[config.mk]
export PLATFORM = sky130hd
export DESIGN_NAME = output_gain_stage_flat
export DESIGN_NICKNAME = d
export VERILOG_FILES = /design/src/rtl/audio_gain_pkg.sv /design/src/rtl/output_gain_stage_if.sv /design/src/rtl/gain_ramp.sv /design/src/rtl/output_gain_stage.sv /design/src/flat_wrapper.sv
export SDC_FILE = /design/constraint.sdc
export NUM_CORES = 1
export LEC_CHECK = 0
export CORE_MARGIN = 10
export CORE_UTILIZATION = 60
export CTS_CLUSTER_DIAMETER = 80
export DETAILED_ROUTE_END_ITERATION = 7
export PLACE_DENSITY = 0.78
export SLEW_MARGIN = 20
export SYNTH_ARGS = -nofsm -noshare
export SYNTH_HDL_FRONTEND = slang
export SYNTH_HIERARCHICAL = 1
export SYNTH_SLANG_ARGS = --single-unit
[constraint.sdc]
create_clock -name clk_144 -period 7.52 [get_ports clk_144]
set_clock_uncertainty 0.05 [all_clocks]
set_input_delay 1.128 -clock clk_144 [delete_from_list [all_inputs] [get_ports clk_144]]
set_output_delay 1.128 -clock clk_144 [all_outputs]
set_load 0.05 [all_outputs]
[src/rtl/audio_gain_pkg.sv]
// rtl/audio_gain_pkg.sv - shared types, constants and FSM encoding for the output gain stage
package audio_gain_pkg;

    typedef logic signed [15:0] sample_t;
    typedef logic [15:0]        gain_t;

    localparam int GAIN_UNITY = 16384;
    localparam int GAIN_STEP  = 2048;
    localparam int SAMPLE_MAX = 32767;
    localparam int SAMPLE_MIN = -32768;

    typedef enum logic [1:0] {
        ST_IDLE,
        ST_MUL,
        ST_RND,
        ST_SAT
    } state_t;

    function automatic gain_t target_gain(input logic [3:0] sel, input logic mute);
        return mute ? gain_t'(0) : gain_t'(sel) * gain_t'(GAIN_STEP);
    endfunction

endpackage

[src/rtl/output_gain_stage_if.sv]
// rtl/output_gain_stage_if.sv - sample, control and status signals of the output gain stage
interface output_gain_stage_if;
    import audio_gain_pkg::*;

    logic        sample_valid;
    sample_t     sample_in;
    logic [3:0]  gain_sel;
    logic        mute;
    sample_t     sample_out;
    logic        out_valid;
    logic        clip;
    logic        ramp_busy;
    logic        sample_drop;

    modport master (
        output sample_valid, sample_in, gain_sel, mute,
        input  sample_out, out_valid, clip, ramp_busy, sample_drop
    );

    modport slave (
        input  sample_valid, sample_in, gain_sel, mute,
        output sample_out, out_valid, clip, ramp_busy, sample_drop
    );

endinterface

[src/rtl/gain_ramp.sv]
// rtl/gain_ramp.sv - slews the current gain toward the target by at most RAMP_STEP per advance
module gain_ramp
    import audio_gain_pkg::*;
#(
    parameter int RAMP_STEP = 256
) (
    input  logic  clk_144,
    input  logic  reset_n,
    input  gain_t g_tgt,
    input  logic  advance,
    output gain_t g_cur,
    output logic  ramp_busy
);

    localparam gain_t STEP = gain_t'(RAMP_STEP);

    gain_t g_next;
    gain_t diff;

    // Clamp to the target when within one step so the ramp never overshoots.
    always_comb begin
        g_next = g_cur;
        diff   = '0;
        if (g_tgt > g_cur) begin
            diff   = g_tgt - g_cur;
            g_next = (diff > STEP) ? g_cur + STEP : g_tgt;
        end else begin
            diff   = g_cur - g_tgt;
            g_next = (diff > STEP) ? g_cur - STEP : g_tgt;
        end
    end

    always_ff @(posedge clk_144 or negedge reset_n) begin
        if (!reset_n) begin
            g_cur <= '0;
        end else if (advance) begin
            g_cur <= g_next;
        end
    end

    assign ramp_busy = (g_cur != g_tgt);

endmodule

[src/rtl/output_gain_stage.sv]
// rtl/output_gain_stage.sv - slewed linear gain with round-half-up scaling, saturation and clip hold
module output_gain_stage
    import audio_gain_pkg::*;
#(
    parameter int GAIN_FRAC = 14,
    parameter int RAMP_STEP = 256,
    parameter int CLIP_HOLD = 4800
) (
    input  logic                 clk_144,
    input  logic                 reset_n,
    output_gain_stage_if.slave   bus
);

    localparam int                 CNT_W    = $clog2(CLIP_HOLD + 1);
    localparam logic signed [31:0] RND_HALF = 32'sd1 <<< (GAIN_FRAC - 1);
    localparam logic signed [31:0] LIM_HI   = SAMPLE_MAX;
    localparam logic signed [31:0] LIM_LO   = SAMPLE_MIN;

    state_t             state, state_nx;
    sample_t            sample_q;
    gain_t              g_cur;
    gain_t              g_tgt;
    logic               accept;
    logic               ramp_busy;
    logic signed [31:0] mul_a, mul_b;
    logic signed [31:0] product_q;
    logic signed [31:0] rounded_q;
    logic               sat_hi, sat_lo;
    sample_t            result_q;
    logic               result_vld;
    logic               result_sat;
    logic [CNT_W-1:0]   hold_cnt;

    assign g_tgt  = target_gain(bus.gain_sel, bus.mute);
    assign accept = (state == ST_IDLE) && bus.sample_valid;

    gain_ramp #(.RAMP_STEP(RAMP_STEP)) u_ramp (
        .clk_144   (clk_144),
        .reset_n   (reset_n),
        .g_tgt     (g_tgt),
        .advance   (accept),
        .g_cur     (g_cur),
        .ramp_busy (ramp_busy)
    );

    assign bus.ramp_busy = ramp_busy;

    always_ff @(posedge clk_144 or negedge reset_n) begin
        if (!reset_n) state <= ST_IDLE;
        else          state <= state_nx;
    end

    always_comb begin
        state_nx = state;
        case (state)
            ST_IDLE: if (bus.sample_valid) state_nx = ST_MUL;
            ST_MUL:  state_nx = ST_RND;
            ST_RND:  state_nx = ST_SAT;
            ST_SAT:  state_nx = ST_IDLE;
            default: state_nx = ST_IDLE;
        endcase
    end

    assign mul_a  = 32'(sample_q);
    assign mul_b  = 32'($signed({1'b0, g_cur}));
    assign sat_hi = rounded_q > LIM_HI;
    assign sat_lo = rounded_q < LIM_LO;

    // The saturated result waits one register so the output lands one cycle after SAT.
    always_ff @(posedge clk_144 or negedge reset_n) begin
        if (!reset_n) begin
            sample_q        <= '0;
            product_q       <= '0;
            rounded_q       <= '0;
            result_q        <= '0;
            result_vld      <= 1'b0;
            result_sat      <= 1'b0;
            hold_cnt        <= '0;
            bus.sample_out  <= '0;
            bus.out_valid   <= 1'b0;
            bus.clip        <= 1'b0;
            bus.sample_drop <= 1'b0;
        end else begin
            result_vld      <= 1'b0;
            bus.out_valid   <= result_vld;
            bus.sample_drop <= bus.sample_valid && (state != ST_IDLE);
            if (accept) sample_q <= bus.sample_in;
            if (state == ST_MUL) product_q <= mul_a * mul_b;
            if (state == ST_RND) rounded_q <= (product_q + RND_HALF) >>> GAIN_FRAC;
            if (state == ST_SAT) begin
                result_q   <= sat_hi ? sample_t'(SAMPLE_MAX) :
                              sat_lo ? sample_t'(SAMPLE_MIN) : rounded_q[15:0];
                result_sat <= sat_hi || sat_lo;
                result_vld <= 1'b1;
            end
            if (result_vld) begin
                bus.sample_out <= result_q;
                if (result_sat) begin
                    hold_cnt <= CNT_W'(CLIP_HOLD);
                    bus.clip <= 1'b1;
                end else if (hold_cnt != '0) begin
                    hold_cnt <= hold_cnt - 1'b1;
                    if (hold_cnt == CNT_W'(1)) bus.clip <= 1'b0;
                end
            end
        end
    end

endmodule
[src/flat_wrapper.sv]
// flat-port wrapper written by rule: the top's interface ports become plain ports
module output_gain_stage_flat import audio_gain_pkg::*;
#(
    parameter int GAIN_FRAC = 14,
    parameter int RAMP_STEP = 256,
    parameter int CLIP_HOLD = 4800
)
  (clk_144, reset_n, bus_sample_valid, bus_sample_in, bus_gain_sel, bus_mute, bus_sample_out, bus_out_valid, bus_clip, bus_ramp_busy, bus_sample_drop);
  output_gain_stage_if bus_i ();
  input  logic clk_144;
  input  logic reset_n;
  input wire logic [$bits(bus_i.sample_valid)-1:0] bus_sample_valid;
  input wire logic [$bits(bus_i.sample_in)-1:0] bus_sample_in;
  input wire logic [$bits(bus_i.gain_sel)-1:0] bus_gain_sel;
  input wire logic [$bits(bus_i.mute)-1:0] bus_mute;
  output wire logic [$bits(bus_i.sample_out)-1:0] bus_sample_out;
  output wire logic [$bits(bus_i.out_valid)-1:0] bus_out_valid;
  output wire logic [$bits(bus_i.clip)-1:0] bus_clip;
  output wire logic [$bits(bus_i.ramp_busy)-1:0] bus_ramp_busy;
  output wire logic [$bits(bus_i.sample_drop)-1:0] bus_sample_drop;
  assign bus_i.sample_valid = bus_sample_valid;
  assign bus_i.sample_in = bus_sample_in;
  assign bus_i.gain_sel = bus_gain_sel;
  assign bus_i.mute = bus_mute;
  assign bus_sample_out = bus_i.sample_out;
  assign bus_out_valid = bus_i.out_valid;
  assign bus_clip = bus_i.clip;
  assign bus_ramp_busy = bus_i.ramp_busy;
  assign bus_sample_drop = bus_i.sample_drop;
  output_gain_stage #(.GAIN_FRAC(GAIN_FRAC), .RAMP_STEP(RAMP_STEP), .CLIP_HOLD(CLIP_HOLD)) u_core (.clk_144(clk_144), .reset_n(reset_n), .bus(bus_i));
endmodule
==> results of run 1 <==
==> routing by layer <==
layer | GRT usage (%) | vias up | share of wire (%)
li1 | - | 6139 | -
met1 | 30.6 | 6420 | 43
met2 | 38.6 | 511 | 48
met3 | 4.06 | 74 | 6.7
met4 | 7.28 | 0 | 2.4
met5 | 0 | - | 0
==> cell usage in the layout (no fill, tap or decap), types with 6 or more instances in the layout <==
cell / count
a21o_1: 15
nor2_1: 106
o2111ai_1: 6
o21ai_2: 8
nand2b_1: 17
and4_1: 7
ha_1: 153
o22ai_1: 7
conb_1: 35
nand4_1: 21
clkdlybuf4s50_1: 42
fa_1: 194
mux2_2: 38
a31o_2: 6
a211oi_1: 10
inv_1: 292
o31ai_1: 10
and2_1: 114
o21a_1: 15
a31oi_1: 7
nor2b_1: 13
and3_1: 7
nor3_1: 24
dfrtp_1: 121
buf_4: 10
nand2_1: 232
clkbuf_16: 17
xnor2_1: 28
o211ai_1: 18
nand3_1: 55
o21ai_0: 58
a21oi_1: 70
or3_1: 10
or4_1: 6
xor2_1: 26
==> per-stage QoR <==
stage | hold WS [ps] | cells | util, % | setup slack [ps]
after floorplan | 324 | 1912 | - | 1280
after global placement | 431 | 2214 | 63.3 | 937
after detailed placement | 444 | 2214 | 63.3 | 826
after CTS | 458 | 2246 | 65.4 | 820
after global routing | 480 | 2246 | 65.4 | 369
final | 455 | 2246 | 65.4 | 808
==> logic make-up (layout without fill, tap and decap cells) <==
kind of cell	after synthesis	after routing	synth area share, %
AOI/OAI and AO/OA	293	293	12.2
xor gates and xnor gates	54	54	2.88
adders and majority gates	348	348	35.4
other	1	35	0.0229
muxes	44	44	3.00
DFF	121	121	18.5
and+or+nand+nor	633	633	18.8
buffers and inverters	384	377	9.20
==> state kept, by name, indices dropped and copies added (netlist names), 2 cells and up <==
name,cells
u_core/hold_cnt,13
u_core/sample_q,16
u_core/result_q,16
u_core/bus.sample_out,16
u_core/u_ramp/g_cur,16
u_core/state,2
u_core/product_q,19
u_core/rounded_q,18
==> worst register-to-register path: cells and delay by family, from the launching register on <==
kind	cells	cell delay (ps)
fa+ha+maj	7	3470
compound gates	4	1080
simple gates	3	860
buf+inv	3	530
flops	1	610
==> final timing paths <==
| kind | start | to | slack, ps |
|---|---|---|---|
| setup / recovery | u_core/sample_q[15] | u_core/product_q[30] | 810 |
| hold / removal | u_core/bus.clip | u_core/bus.clip | 450 |
| setup reg to reg | u_core/sample_q[15] | u_core/product_q[30] | 810 |
| hold reg to reg | u_core/bus.clip | u_core/bus.clip | 450 |
| max in group asynchronous | reset_n | u_core/u_ramp/g_cur[8] | 5380 |
| min in group asynchronous | reset_n | u_core/bus.sample_out[5] | 720 |
==> cell type report <==
type                    count  area, µm²  share of cell area, %
clock buffers              17        425                   2.41
clock inverters            15        156                  0.887
inverters                 293       1100                   6.24
multi-input cells        1407      12000                   68.1
flip-flops and latches    121       3030                   17.2
well taps                 341        427                   2.42
repair buffers             52        495                   2.81
==> impl_results.md, run 1 <==
* GRT Total Usage at 23.4%
* # rows at 60
* Post-route setup TNS at 0 ps
* ANT cells at 0
* Worst Setup End Kind: flip-flop
* RSZ-0062 raised after global routing: no
* Top cell type's share of synthesized area at between 20% and 30%
* Fin crit share at a little under 90%
* IO Count at 44
* Max H-tree Level at 4
* Crit-path max FO at 10
* Max-slew headroom at about a third
* Ys Warns at 6
* Startpoint types: flip-flop
* Final hold violations at 0
* Root Driver: clkbuf_16
* Post-Route WL at ~39000 µm
* Area after DPL at 17100 µm²
* Syn avg cell area at 8.74 µm²
* Drt drc at 0
* Synth unique cells at 89
* Seq/Total Area, Yosys at between 10% and 20%
* Drt initial violations at 1023
* Vias in the first global route at 13200
* Total number of vias at about 13000
* Synth cell count leaders: 292 x inv_1, 232 x nand2_1, 194 x fa_1
* R2R depth at 17
* Crit-path cells: clkinv_1 > nor2_1 > fa_1 > fa_1 > fa_1 > fa_1 > fa_1 > inv_1 > fa_1 > inv_1 > ha_1 > a21oi_1 > o21ai_1 > a221oi_1 > nor2_1 > or4_1 > a31o_2
* Worst path slowest cell: dfrtp_1
* # clock sinks at 121
* Critical setup path kind: reg -> reg
* Via density at around 6
* Slew @ Worst Pin at roughly 1000 ps
* CP bufs+invs at 3
* CP Data Arrival Time at around 7000 ps
* Global-route wire length before repair at around 65000 µm
* Die Footprint at 34400 µm²
* Die height at between 150 and 200 µm
* CTS-repair resized insts at 0
* Worst-case clock buffer depth at 2
* Largest cells by area after synthesis: fa_1 24%, dfrtp_1 18%, ha_1 12%
* Hold Path Stages at 2
* Chip width at 185 µm
* Initial Utilization at between 60 and 70%
* Crit path depth at 17
* CTS tree: built
* Yosys reg bits at about 120
* I/O Buffers at 43
* Post-synth ARST share at between 90% and 100%
* Share of cells above drive strength 1 at around 6.4%
* Mapped Area at 16400 µm²
* Post-DP HPWL at ~30000 µm
* Routed Antenna Nets at 0
* Final Instance Area at between 15000 and 20000 µm²
* Status: finished, final reports clean
* CP max stage delay at 610 ps
* Layout area overhead at 7.46%
* Largest net degree at the start of global routing at 66
* Finish-stage setup viols at 0
* Peak Freq at 0.149 GHz
* Min cycle time layout at about 6700 ps
* Cts hold-fix bufs at 0
* Clk_lat worst skew at between 400 and 500 ps
* Worst min path class: reg -> reg
* Yosys top cell by area: fa_1
* Fillers at 2207
* Number of buffers created by CTS at 17
* Core area at around 27000 µm²
* Post CTS Setup Buffer Count at 0
* Syn Inst Count at around 1900
* Reg clk slew, reported paths at 60 ps
* First-pass DRT Iterations at 6
* Crit path max-delay family: adder cells
* Initial antenna violation count at 0
* Number of synthesized flops with an enable pin at 0
* Gr ovfl total at 0
* Slew Viols, Final at 0
* Required @ worst endpoint at 7790 ps
* Most frequent cell after synthesis: inv_1
* Nets at roughly 2300
* Routed len/inst at roughly 17 µm
* Maxcap violations at 0
* Synth Flop Type: dfrtp_1
* Gpl congestion at ~0.94
* Most used cell, CP: fa_1
Power of run 1 is left out: the tool's default activity adds up to more than one toggle a clock period on the data nets, which glitch-free logic cannot reach.
==> run 2, diff against run 1 <==
- SLEW_MARGIN: 20 -> 5
==> run 2 against run 1 <==
Critical endpoint is now u_core/product_q[31]. Maximum frequency fell by 0.27%. Die area unchanged. First-iteration DRC count rose by 3.9%. Critical path type unchanged.
==> impl_results.md, run 2 (synthesis gave the netlist of run 1 again) <==
* I/O Buffers at 43 (unchanged)
* Clk_lat worst skew at 430 ps (about the same)
* GRT Total Usage at 23.4% (unchanged)
* Worst path slowest cell: dfrtp_1
* Initial antenna violation count at 0 (unchanged)
* Largest regs: u_core/product_q x19, u_core/rounded_q x18
* Fin crit share at 89.5% (+0.24 points)
* Drt drc at 0 (unchanged)
* Startpoint types: flip-flop
* Global-route wire length before repair at 65100 µm (unchanged)
* Core area at 27000 µm² (unchanged)
* Most frequent cells in the layout: 292 x inv_1, 232 x nand2_1, 194 x fa_1
* Drt initial violations at 1063 (+3.9%)
* Total number of vias at 13100 (+0.038%)
* Routed Antenna Nets at 0 (unchanged)
* Worst hold slack at 455 ps (+0.115 ps)
* IO Count at 44 (unchanged)
* Register bank with the most flops: u_core/product_q
* Gpl congestion at 0.935 (unchanged)
* Slew Viols, Final at 0 (unchanged)
* Worst-case clock buffer depth at 2 (unchanged)
* CP max stage delay at 850 ps (+240 ps)
* Post-Route WL at 38500 µm (unchanged)
* Crit-path max FO at 22 (+12)
* Min cycle time layout at 6730 ps (+18.1 ps)
* Most common cell after layout, fill and taps aside: inv_1
* Final hold violations at 0 (unchanged)
* Layout area overhead at 7.45% (about the same)
* Place WS at 826 ps (unchanged)
* Initial Utilization at 60.9% (unchanged)
* Post-DP HPWL at 30100 µm (unchanged)
* # clock sinks at 121 (unchanged)
* Max H-tree Level at 4 (unchanged)
* CTS-repair resized insts at 0 (unchanged)
* Via density at 5.85 (about the same)
* Worst min path class: reg -> reg
* Maxcap violations at 0 (unchanged)
* RSZ-0062 raised after global routing: no
* Reg clk slew, reported paths at 60 ps (about the same)
* Required @ worst endpoint at 7810 ps (+20 ps)
* Root Driver: clkbuf_16
* Post CTS Setup Buffer Count at 0 (unchanged)
* Crit-path cells: nand2_1 > fa_1 > fa_1 > fa_1 > inv_1 > fa_1 > fa_1 > inv_1 > fa_1 > inv_1 > ha_1 > and4_1 > and4_1 > a221oi_1 > a2111oi_2 > or3_1 > o211ai_1
* Fillers at 2206 (-0.045%)
* ANT cells at 0 (unchanged)
* Worst Setup End Kind: flip-flop
* CP Data Arrival Time at 7020 ps (+40 ps)
* Nets at 2264 (unchanged)
* Finish-stage setup viols at 0 (unchanged)
* Slew @ Worst Pin at 1170 ps (+192 ps)
* Number of buffers created by CTS at 17 (unchanged)
* Most used cell, CP: fa_1
* Max reg flops at 19 (unchanged)
* Die Footprint at 34400 µm² (unchanged)
* Peak Freq at 0.149 GHz (-0.27%)
* Largest net degree at the start of global routing at 66 (unchanged)
* CTS tree: built
* Status: finished, final reports clean
* Die height at 185 µm (unchanged)
* # rows at 60 (unchanged)
* Chip width at 185 µm (unchanged)
* Worst Slack Setup Final at 790 ps (-18.1 ps)
* Critical setup path kind: reg -> reg
* Vias in the first global route at 13200 (unchanged)
* Share of cells above drive strength 1 at 6.35% (-0.052 points)
* Cts hold-fix bufs at 0 (unchanged)
* Routed len/inst at 17.2 µm (unchanged)
* First-pass DRT Iterations at 5 (-1)
* Max-slew headroom at 22.2% (-13 points)
* Post-route setup TNS at 0 ps (unchanged)
* Gr ovfl total at 0 (unchanged)
## run 2: final timing paths
kind                                             to  slack [ps]  cells after the start                     from
hold / removal                      u_core/bus.clip         450                      2          u_core/bus.clip
max in group asynchronous    u_core/u_ramp/g_cur[8]        5370                      2                  reset_n
hold reg to reg                     u_core/bus.clip         450                      2          u_core/bus.clip
setup reg to reg               u_core/product_q[31]         790                     17  u_core/u_ramp/g_cur[12]
min in group asynchronous  u_core/bus.sample_out[5]         730                      1                  reset_n
setup / recovery               u_core/product_q[31]         790                     17  u_core/u_ramp/g_cur[12]
## run 2: area by class of cell
cell class                 count  area, µm²  share of cell area [%]
clock buffer                  17        425                    2.41
timing repair buffer          52        495                    2.81
multi-input combinational   1407      12000                    68.1
clock inverter                15        156                   0.887
tap                          341        427                    2.42
inverter                     293       1100                    6.24
sequential                   121       3030                    17.2
## run 2: stage by stage
step | instance area (µm²) | util [%] | cells
2_1_floorplan | 16500 | - | 1912
4_1_cts | 17600 | 65.4 | 2246
5_1_grt | 17600 | 65.4 | 2246
3_3_place_gp | 17100 | 63.3 | 2214
3_5_place_dp | 17100 | 63.3 | 2214
6_report | 17600 | 65.4 | 2246
## run 2: worst max-delay path: cells and delay by family (launching register included)
family          cells  cell delay [ps]
simple gates        4              990
buf+inv             3              150
flops               1              850
fa+ha+maj           7             3490
compound gates      3             1120
## run 2: routing by layer
metal	vias to the layer above	GRT usage, %	routed length [µm]
met5	-	0	0
met1	6399	30.6	16400
met2	517	38.6	18500
met3	87	4.06	2680
li1	6146	-	-
met4	0	7.28	957
Power of run 2 is left out for the same reason.
